File: src/rtl/puf_race_ctrl_if.sv
// puf_race_ctrl_if: bus-side challenge/response handshake; PUF_STABILITY_EN adds stability outputs
interface puf_race_ctrl_if #(
  parameter int CHAL_W = 64
`ifdef PUF_STABILITY_EN
  , parameter int OW = 3
`endif
);
  logic [CHAL_W-1:0] chal_in;
  logic chal_valid, chal_ready, resp_out, resp_valid, resp_ready;
`ifdef PUF_STABILITY_EN
  logic resp_unstable;
  logic [OW-1:0] ones_count;
  modport master(output chal_in, chal_valid, resp_ready, input chal_ready, resp_out, resp_valid, resp_unstable, ones_count);
  modport slave(input chal_in, chal_valid, resp_ready, output chal_ready, resp_out, resp_valid, resp_unstable, ones_count);
`else
  modport master(output chal_in, chal_valid, resp_ready, input chal_ready, resp_out, resp_valid);
  modport slave(input chal_in, chal_valid, resp_ready, output chal_ready, resp_out, resp_valid);
`endif
endinterface

File: src/rtl/puf_race_ctrl.sv
// puf_race_ctrl: arbiter-PUF race sequencer with majority vote; PUF_STABILITY_EN adds resp_unstable/ones_count
module puf_race_ctrl #(
  parameter int CHAL_W = 64,
  parameter int SETTLE_CYC = 8,
  parameter int NUM_TRIALS = 7
) (
  input  logic              clk,
  input  logic              rst,
  puf_race_ctrl_if.slave    bus,
  output logic [CHAL_W-1:0] o_chain_chal,
  output logic              o_chain_launch,
  output logic              o_arb_clr,
  input  logic              i_arb_resp,
  output logic              o_busy
);
  localparam int CW = (SETTLE_CYC > 1) ? $clog2(SETTLE_CYC) : 1;
  localparam int TW = $clog2(NUM_TRIALS + 1);
  localparam int OW = $clog2(NUM_TRIALS + 1);
  typedef enum logic [2:0] {IDLE, CLEAR, RACE, SAMPLE, DONE} state_t;
  state_t            r_state;
  logic [CHAL_W-1:0] r_chal;
  logic [CW-1:0]     r_cnt;
  logic [TW-1:0]     r_trial;
  logic [OW-1:0]     r_ones;
  logic [1:0]        r_sync;
  logic              r_chal_ready, r_launch, r_clr, r_resp_out, r_resp_valid, r_busy;
  logic              w_phase_end, w_last;
  assign w_phase_end = r_cnt == CW'(SETTLE_CYC - 1);
  assign w_last      = r_trial == TW'(NUM_TRIALS - 1);
`ifdef PUF_STABILITY_EN
  logic          r_unstable;
  logic [OW-1:0] r_ones_count;
  // stability summary, latched together with the voted response
  always_ff @(posedge clk)
    if (rst) begin
      r_unstable   <= 1'b0;
      r_ones_count <= '0;
    end else if (r_state == DONE && !r_resp_valid) begin
      r_unstable   <= (r_ones != '0) && (r_ones != OW'(NUM_TRIALS));
      r_ones_count <= r_ones;
    end
  assign bus.resp_unstable = r_unstable;
  assign bus.ones_count    = r_ones_count;
`endif
  // two-flop synchronizer for the asynchronous arbiter latch
  always_ff @(posedge clk)
    r_sync <= rst ? 2'b00 : {r_sync[0], i_arb_resp};
  // race sequencer: clear, race, sample per trial, then vote and hold the response
  always_ff @(posedge clk)
    if (rst) begin
      r_state      <= IDLE;
      r_chal       <= '0;
      r_cnt        <= '0;
      r_trial      <= '0;
      r_ones       <= '0;
      r_chal_ready <= 1'b1;
      r_launch     <= 1'b0;
      r_clr        <= 1'b1;
      r_resp_out   <= 1'b0;
      r_resp_valid <= 1'b0;
      r_busy       <= 1'b0;
    end else begin
      case (r_state)
        IDLE: if (bus.chal_valid) begin
          r_chal       <= bus.chal_in;
          r_trial      <= '0;
          r_ones       <= '0;
          r_cnt        <= '0;
          r_chal_ready <= 1'b0;
          r_busy       <= 1'b1;
          r_state      <= CLEAR;
        end
        CLEAR: if (w_phase_end) begin
          r_cnt    <= '0;
          r_launch <= 1'b1;
          r_clr    <= 1'b0;
          r_state  <= RACE;
        end else r_cnt <= r_cnt + 1'b1;
        RACE: if (w_phase_end) begin
          r_cnt   <= '0;
          r_state <= SAMPLE;
        end else r_cnt <= r_cnt + 1'b1;
        SAMPLE: begin
          r_ones   <= r_ones + OW'(r_sync[1]);
          r_launch <= 1'b0;
          r_clr    <= 1'b1;
          r_trial  <= w_last ? r_trial : r_trial + 1'b1;
          r_state  <= w_last ? DONE : CLEAR;
        end
        DONE: if (!r_resp_valid) begin
          r_resp_valid <= 1'b1;
          r_resp_out   <= r_ones > OW'(NUM_TRIALS / 2);
        end else if (bus.resp_ready) begin
          r_resp_valid <= 1'b0;
          r_chal_ready <= 1'b1;
          r_busy       <= 1'b0;
          r_state      <= IDLE;
        end
        default: r_state <= IDLE;
      endcase
    end
  assign bus.chal_ready = r_chal_ready;
  assign bus.resp_out   = r_resp_out;
  assign bus.resp_valid = r_resp_valid;
  assign o_chain_chal   = r_chal;
  assign o_chain_launch = r_launch;
  assign o_arb_clr      = r_clr;
  assign o_busy         = r_busy;
endmodule

File: src/flat_wrapper.sv
// flat-port wrapper written by rule: the top's interface ports become plain ports
module puf_race_ctrl_flat 
#(
  parameter int CHAL_W = 64,
  parameter int SETTLE_CYC = 8,
  parameter int NUM_TRIALS = 7
)
  (clk, rst, o_chain_chal, o_chain_launch, o_arb_clr, i_arb_resp, o_busy, bus_chal_in, bus_chal_valid, bus_resp_ready, bus_chal_ready, bus_resp_out, bus_resp_valid);
  puf_race_ctrl_if #(.CHAL_W(CHAL_W)) bus_i ();
  input  logic clk;
  input  logic rst;
  output logic [CHAL_W-1:0] o_chain_chal;
  output logic o_chain_launch;
  output logic o_arb_clr;
  input  logic i_arb_resp;
  output logic o_busy;
  input wire logic [$bits(bus_i.chal_in)-1:0] bus_chal_in;
  input wire logic [$bits(bus_i.chal_valid)-1:0] bus_chal_valid;
  input wire logic [$bits(bus_i.resp_ready)-1:0] bus_resp_ready;
  output wire logic [$bits(bus_i.chal_ready)-1:0] bus_chal_ready;
  output wire logic [$bits(bus_i.resp_out)-1:0] bus_resp_out;
  output wire logic [$bits(bus_i.resp_valid)-1:0] bus_resp_valid;
  assign bus_i.chal_in = bus_chal_in;
  assign bus_i.chal_valid = bus_chal_valid;
  assign bus_i.resp_ready = bus_resp_ready;
  assign bus_chal_ready = bus_i.chal_ready;
  assign bus_resp_out = bus_i.resp_out;
  assign bus_resp_valid = bus_i.resp_valid;
  puf_race_ctrl #(.CHAL_W(CHAL_W), .SETTLE_CYC(SETTLE_CYC), .NUM_TRIALS(NUM_TRIALS)) u_core (.clk(clk), .rst(rst), .bus(bus_i), .o_chain_chal(o_chain_chal), .o_chain_launch(o_chain_launch), .o_arb_clr(o_arb_clr), .i_arb_resp(i_arb_resp), .o_busy(o_busy));
endmodule
File: config.mk
export PLATFORM = sky130hd
export DESIGN_NAME = puf_race_ctrl_flat
export DESIGN_NICKNAME = d
export VERILOG_FILES = /design/src/rtl/puf_race_ctrl_if.sv /design/src/rtl/puf_race_ctrl.sv /design/src/flat_wrapper.sv
export SDC_FILE = /design/constraint.sdc
export NUM_CORES = 1
export LEC_CHECK = 0
export CORE_UTILIZATION = 38
export DETAILED_ROUTE_END_ITERATION = 10
export GPL_TIMING_DRIVEN = 0
export PLACE_DENSITY = 0.76
export REMOVE_ABC_BUFFERS = 1
export SLEW_MARGIN = 5
export SYNTH_ARGS = -nofsm -noshare
export SYNTH_HDL_FRONTEND = slang
export SYNTH_SLANG_ARGS = --single-unit
File: constraint.sdc
create_clock -name clk -period 1.4 [get_ports clk]
set_input_delay 0.28 -clock clk [delete_from_list [all_inputs] [get_ports clk]]
set_output_delay 0.28 -clock clk [all_outputs]
set_load 0.01 [all_outputs]
======== Word-level counts from Yosys, hierarchy flattened ========
Cells that the tools add are included.
word-level totals
  register bits ........................... 84
  bits of input ports ..................... 69
  output and inout port bits .............. 70
  word-level logic and storage cells ...... 70
operators by class
  add/subtract/negate cells ............... 3
  magnitude comparators ................... 1
  equal/unequal tests ..................... 12
  muxes and demuxes ....................... 27
  bitwise gates (word level) .............. 1
  reduce and logical (&&, ||, !) cells .... 14
operators with widths
  kind                                                                      count
  3-bit two-way mux                                                         9
  3-bit case mux with 2 select lines                                        3
  3-bit case mux with 5 select lines                                        1
  1-bit two-way mux                                                         10
  2-bit AND reduction                                                       5
  3-bit == test (second input constant)                                     3
  1-bit case mux with 2 select lines                                        4
  2-bit nonzero test                                                        4
  3-bit by 1-bit adder with 3-bit output (second input constant)            2
  3-bit by 2-bit == test with 1-bit output (second input constant)          2
  2-bit by 1-bit inequality test with 1-bit output (second input constant)  3
  2-bit inequality test (second input constant)                             3
  5-bit AND reduction                                                       1
  4-bit AND reduction                                                       1
  3-bit by 1-bit adder with 3-bit output                                    1
  3-bit by 1-bit == test with 1-bit output (second input constant)          1
  3-bit by 2-bit > comparator with 1-bit output (second input constant)     1
  3-bit logical NOT                                                         1
  3-bit AND reduction                                                       1
  2-bit OR reduction                                                        1
  1-bit inverter                                                            1

======== Depth between registers and ports, before layout ========
  depth in word-level cells ............... 4
  mapped depth ............................ 6
  depth with buffers taken out ............ 5

======== Least setup slack after synthesis ========
Ideal clock, no wire load.
  path type ............................... reg-to-reg
  start ................................... register u_core.r_state[2]
  end ..................................... register u_core.r_cnt[1]
  setup time .............................. 132 ps
  arrival ................................. 1310 ps
  data required time ...................... 1268 ps
  slack ................................... -42 ps
  cell stages (with the launch flop) ...... 7
  path buffers ............................ 3
  path through ............................ dfxtp_1 -> buf_6 -> or4b_4 -> buf_6 -> buf_8 -> o211ai_1 -> a21oi_1
between the ends
  longest elaborated chain between the ends .. 4
RTL lines
  item                                                                                                         line                 text
  start, declared                                                                                              puf_race_ctrl.sv:20  state_t r_state;
  start signal, assigned                                                                                       puf_race_ctrl.sv:88  r_state <= w_last ? DONE : CLEAR;
  3-bit by 1-bit == test with 1-bit output / 3-bit by 2-bit == test with 1-bit output (equally long branches)  puf_race_ctrl.sv:63  case (r_state)
  2-bit OR reduction (no line)                                                                                 -
  2-bit nonzero test (no line)                                                                                 -
  2-bit AND reduction (no line)                                                                                -
  end signal, assigned                                                                                         puf_race_ctrl.sv:78  end else r_cnt <= r_cnt + 1'b1;
  end signal, assigned                                                                                         puf_race_ctrl.sv:82  end else r_cnt <= r_cnt + 1'b1;
  end, declared                                                                                                puf_race_ctrl.sv:22  logic [CW-1:0] r_cnt;
Several ways; a longest one is shown, not always the timed one.
A chain may end at the register's enable or synchronous reset.

======== Worst setup path after layout ========
  start ................................... register u_core.r_state[2]
  end ..................................... register u_core.r_chal[35] (netlist: u_core.o_chain_chal[35])
between the ends
  longest elaborated chain between the ends .. 2
RTL lines
  item                           line                 text
  3-bit logical NOT              puf_race_ctrl.sv:63
  2-bit AND reduction (no line)  -
  end signal, assigned           puf_race_ctrl.sv:65  r_chal <= bus.chal_in;
  end, declared                  puf_race_ctrl.sv:21  logic [CHAL_W-1:0] r_chal;
Every way passes these cells.

==> impl_metrics.tcl <==
set metrics [dict create \
    power.share.sequential_pct 44.0 \
    final_util_pct 62.9 \
    core_area_sq_um 8220 \
    slowest_delay_ns 0.55 \
    synth.cell_area_sq_um 3220 \
    antenna_cells 0 \
    synth_cell_types 40 \
    ys_top_cells_by_area "dfxtp_1 (52%), nand2_1 (15%), a21oi_1 (11%), ha_1 (2.3%), buf_6 (2.1%)" \
    switching_share_pct 30.9 \
    crit_buf_inv 2 \
    yosys.area.top_type "dfxtp_1" \
    ys_async_sr_fraction_pct 0 \
    worst_pin_slew_ns 0.965 \
    rrSetupSlack_ns -0.06 \
    startpoint_type "flop" \
    crit_type "flop to flop" \
    syn_to_final_growth_pct 60.8 \
    start_util_pct 39.1 \
    drc_errors 0 \
    ioPinCount 139 \
    fin_nets 602 \
    grt_start_max_net_pins 84 \
    cts_tree "yes" \
    vias 3178 \
    num-fill-cells 709 \
    synth_cells 377 \
    power.share.clock_pct 25.4 \
    antenna_found_initial 0 \
    finalHoldViolations 0 \
    io_buffer_count 138 \
    slew_viol_final 0 \
    path_max_fanout 8 \
    grt_pass1_wl_um 15200 \
    drive_gt1_share_pct 16.7 \
    leakage_nw 2.27 \
    core.rowCount 33 \
    slowest_stage "or4b_4" \
    grt_pass1_vias 3120 \
    synth-edff-count 0 \
    cts-buffers-inserted 9 \
    synth-seq-area-share_pct 52.3 \
    required_ns 1.59 \
    cts_sinks 84 \
    post-synth-top-area-fraction_pct 52.3 \
    gp_congestion 0.727 \
    min_path_type "flop to flop" \
    maxCapViolations 0 \
    grt_overflow_total 0 \
    ir_drop_v 0.000718 \
    ys_warn_count 0 \
    period_needed_ns 1.46 \
    avgSynthCellArea_sq_um 8.53 \
    ant_nets 0 \
    synth.ff_latch_count 84 \
    final_area_sq_um 5170 \
    status "finished with violations" \
    cts-htree-levels 3 \
    clkTransAtPathRegs_ns 0.08 \
    root_buffer "clkbuf_8" \
    worst_setup_path_end_kind "flop" \
    path_cells "buf_8 -> buf_6 -> or4b_4 -> nand2_2 -> a21oi_1" \
    setup_ws_ns -0.0599 \
    ff_latch_area_sq_um 1700 \
    drtPass1Iterations 4 \
    vias_per_cell 4.99 \
    grt_usage_pct 22.6 \
    switching_power_w 0.00196 \
    clockBufferDepth 2 \
    die_y_um 94.0 \
    worstPathArrival_ns 1.65 \
    slew_headroom_pct 35.7 \
    first_iter_violations 101 \
    skew_ns 0.00580 \
    ys.flop_type "dfxtp_1" \
    detailed_place.area_sq_um 4580 \
    wl_um 9940 \
    fmax_mhz 685 \
    powerDensity_nw_per_um2 1230 \
    dieArea_sq_um 8830 \
    synth.most_common_cell "nand2_1" \
    cpLargestDelayFamily "simple AND/OR/NAND/NOR gates" \
    die_w_um 94.0 \
    wl_per_cell_um 15.6 \
    clkLatencyLatePin_ns 0.34 \
    violations "negative setup slack" \
    fin_crit_sh_pct 104 \
    final-setup-viol-count 54 \
    power_w 0.00635 \
    multi_input_area_sq_um 1580 \
    hold_buffers 0 \
    synthTopCellsByCount "nand2_1 (132), dfxtp_1 (84), a21oi_1 (72), clkbuf_1 (14)" \
    rsz0062_at_grt "yes" \
    comb_power_share_pct 30.6 \
    hpwl_um 5180 \
    p_int_w 0.00439 \
]
## per-layer routing
metal	share of wire, %	up-vias	track usage [%]
met4	1.5	0	10.3
met5	0	-	0
li1	-	1571	-
met3	7.0	11	6.55
met2	49	107	37.5
met1	43	1489	26.9
## sequential cells by signal, indices dropped and copies added (netlist names), 2 cells and up
| register | count |
|---|---|
| u_core.o_chain_chal | 64 |
| u_core.r_cnt | 3 |
| u_core.r_ones | 3 |
| u_core.r_state | 3 |
| u_core.r_trial | 3 |
| u_core.r_sync | 2 |
## cell families (layout without fill, tap and decap cells)
kind of cell	count (synthesis)	in the layout	synth area share [%]
AOI/OAI and AO/OA	86	86	15.0
muxes	3	3	0.934
adders and majority gates	6	6	2.33
and+or+nand+nor	162	171	22.3
DFF	84	84	52.3
buffers and inverters	33	179	6.38
xor gates and xnor gates	3	3	0.817
## power groups by stage
stage	clock network, W	logic, W	registers [W]
floorplan	0	0.000559	0.00294
global route	0.00174	0.00209	0.00284
detailed placement	0	0.00153	0.00286
CTS	0.00164	0.00193	0.00280
finish	0.00161	0.00194	0.00280
global placement	0	0.00147	0.00284
## worst reg2reg max path, stage by stage (launching register included)
cell and delay, ns:
dfxtp_4 0.36, buf_8 0.14, buf_6 0.12, or4b_4 0.55
nand2_2 0.10, a21oi_1 0.06
## cell usage in the layout (no fill, tap or decap), types with 3 or more instances in the layout
| cell | instances |
|---|---|
| nand2_1 | 115 |
| dfxtp_1 | 79 |
| dlygate4sd2_1 | 71 |
| clkdlybuf4s50_1 | 66 |
| a21oi_1 | 60 |
| nand2_2 | 14 |
| a21oi_2 | 12 |
| clkbuf_8 | 12 |
| or4b_4 | 10 |
| buf_4 | 8 |
| ha_1 | 6 |
| nand3_1 | 5 |
| buf_12 | 5 |
| inv_1 | 4 |
| nor2b_1 | 4 |
| buf_6 | 4 |
| mux2i_1 | 3 |
| nor2_1 | 3 |
| nand2_4 | 3 |
| o211ai_1 | 3 |
| clkbuf_1 | 3 |
| buf_8 | 3 |
| dfxtp_4 | 3 |
## stage by stage
stage,hold slack (ns),setup WS (ns),cells,setup TNS (ns)
2_1_floorplan,0.349,-1.14,348,-78.80
3_3_place_gp,0.428,-2.38,591,-186.49
3_5_place_dp,0.422,-0.711,595,-47.54
4_1_cts,0.440,-0.100,640,-3.17
5_1_grt,0.466,-0.0963,637,-4.22
6_report,0.438,-0.0599,637,-1.13
## final cells by class
type | instances | area share, %
clock buffer | 15 | 3.41
clock inverter | 1 | 0.0968
inverter | 4 | 0.290
multi-input combinational | 269 | 30.6
sequential | 84 | 32.8
tap | 105 | 2.54
timing repair buffer | 159 | 30.2
## worst paths after layout
kind                             end               from  cells past startpoint
min reg2reg         u_core.r_sync[1]   u_core.r_sync[0]                      1
max          u_core.o_chain_chal[35]  u_core.r_state[2]                      5
max reg2reg  u_core.o_chain_chal[35]  u_core.r_state[2]                      5
min                 u_core.r_sync[1]   u_core.r_sync[0]                      1
## timing repair
item | 4_1_cts | 5_1_grt
pin swaps | 37 | 21
setup endpoints to repair | 149 | 75
gates resized for setup | 106 | 41
cloned | 12 | 1
buffers inserted | 18 | 0
(Power assumes the default switching activity.)
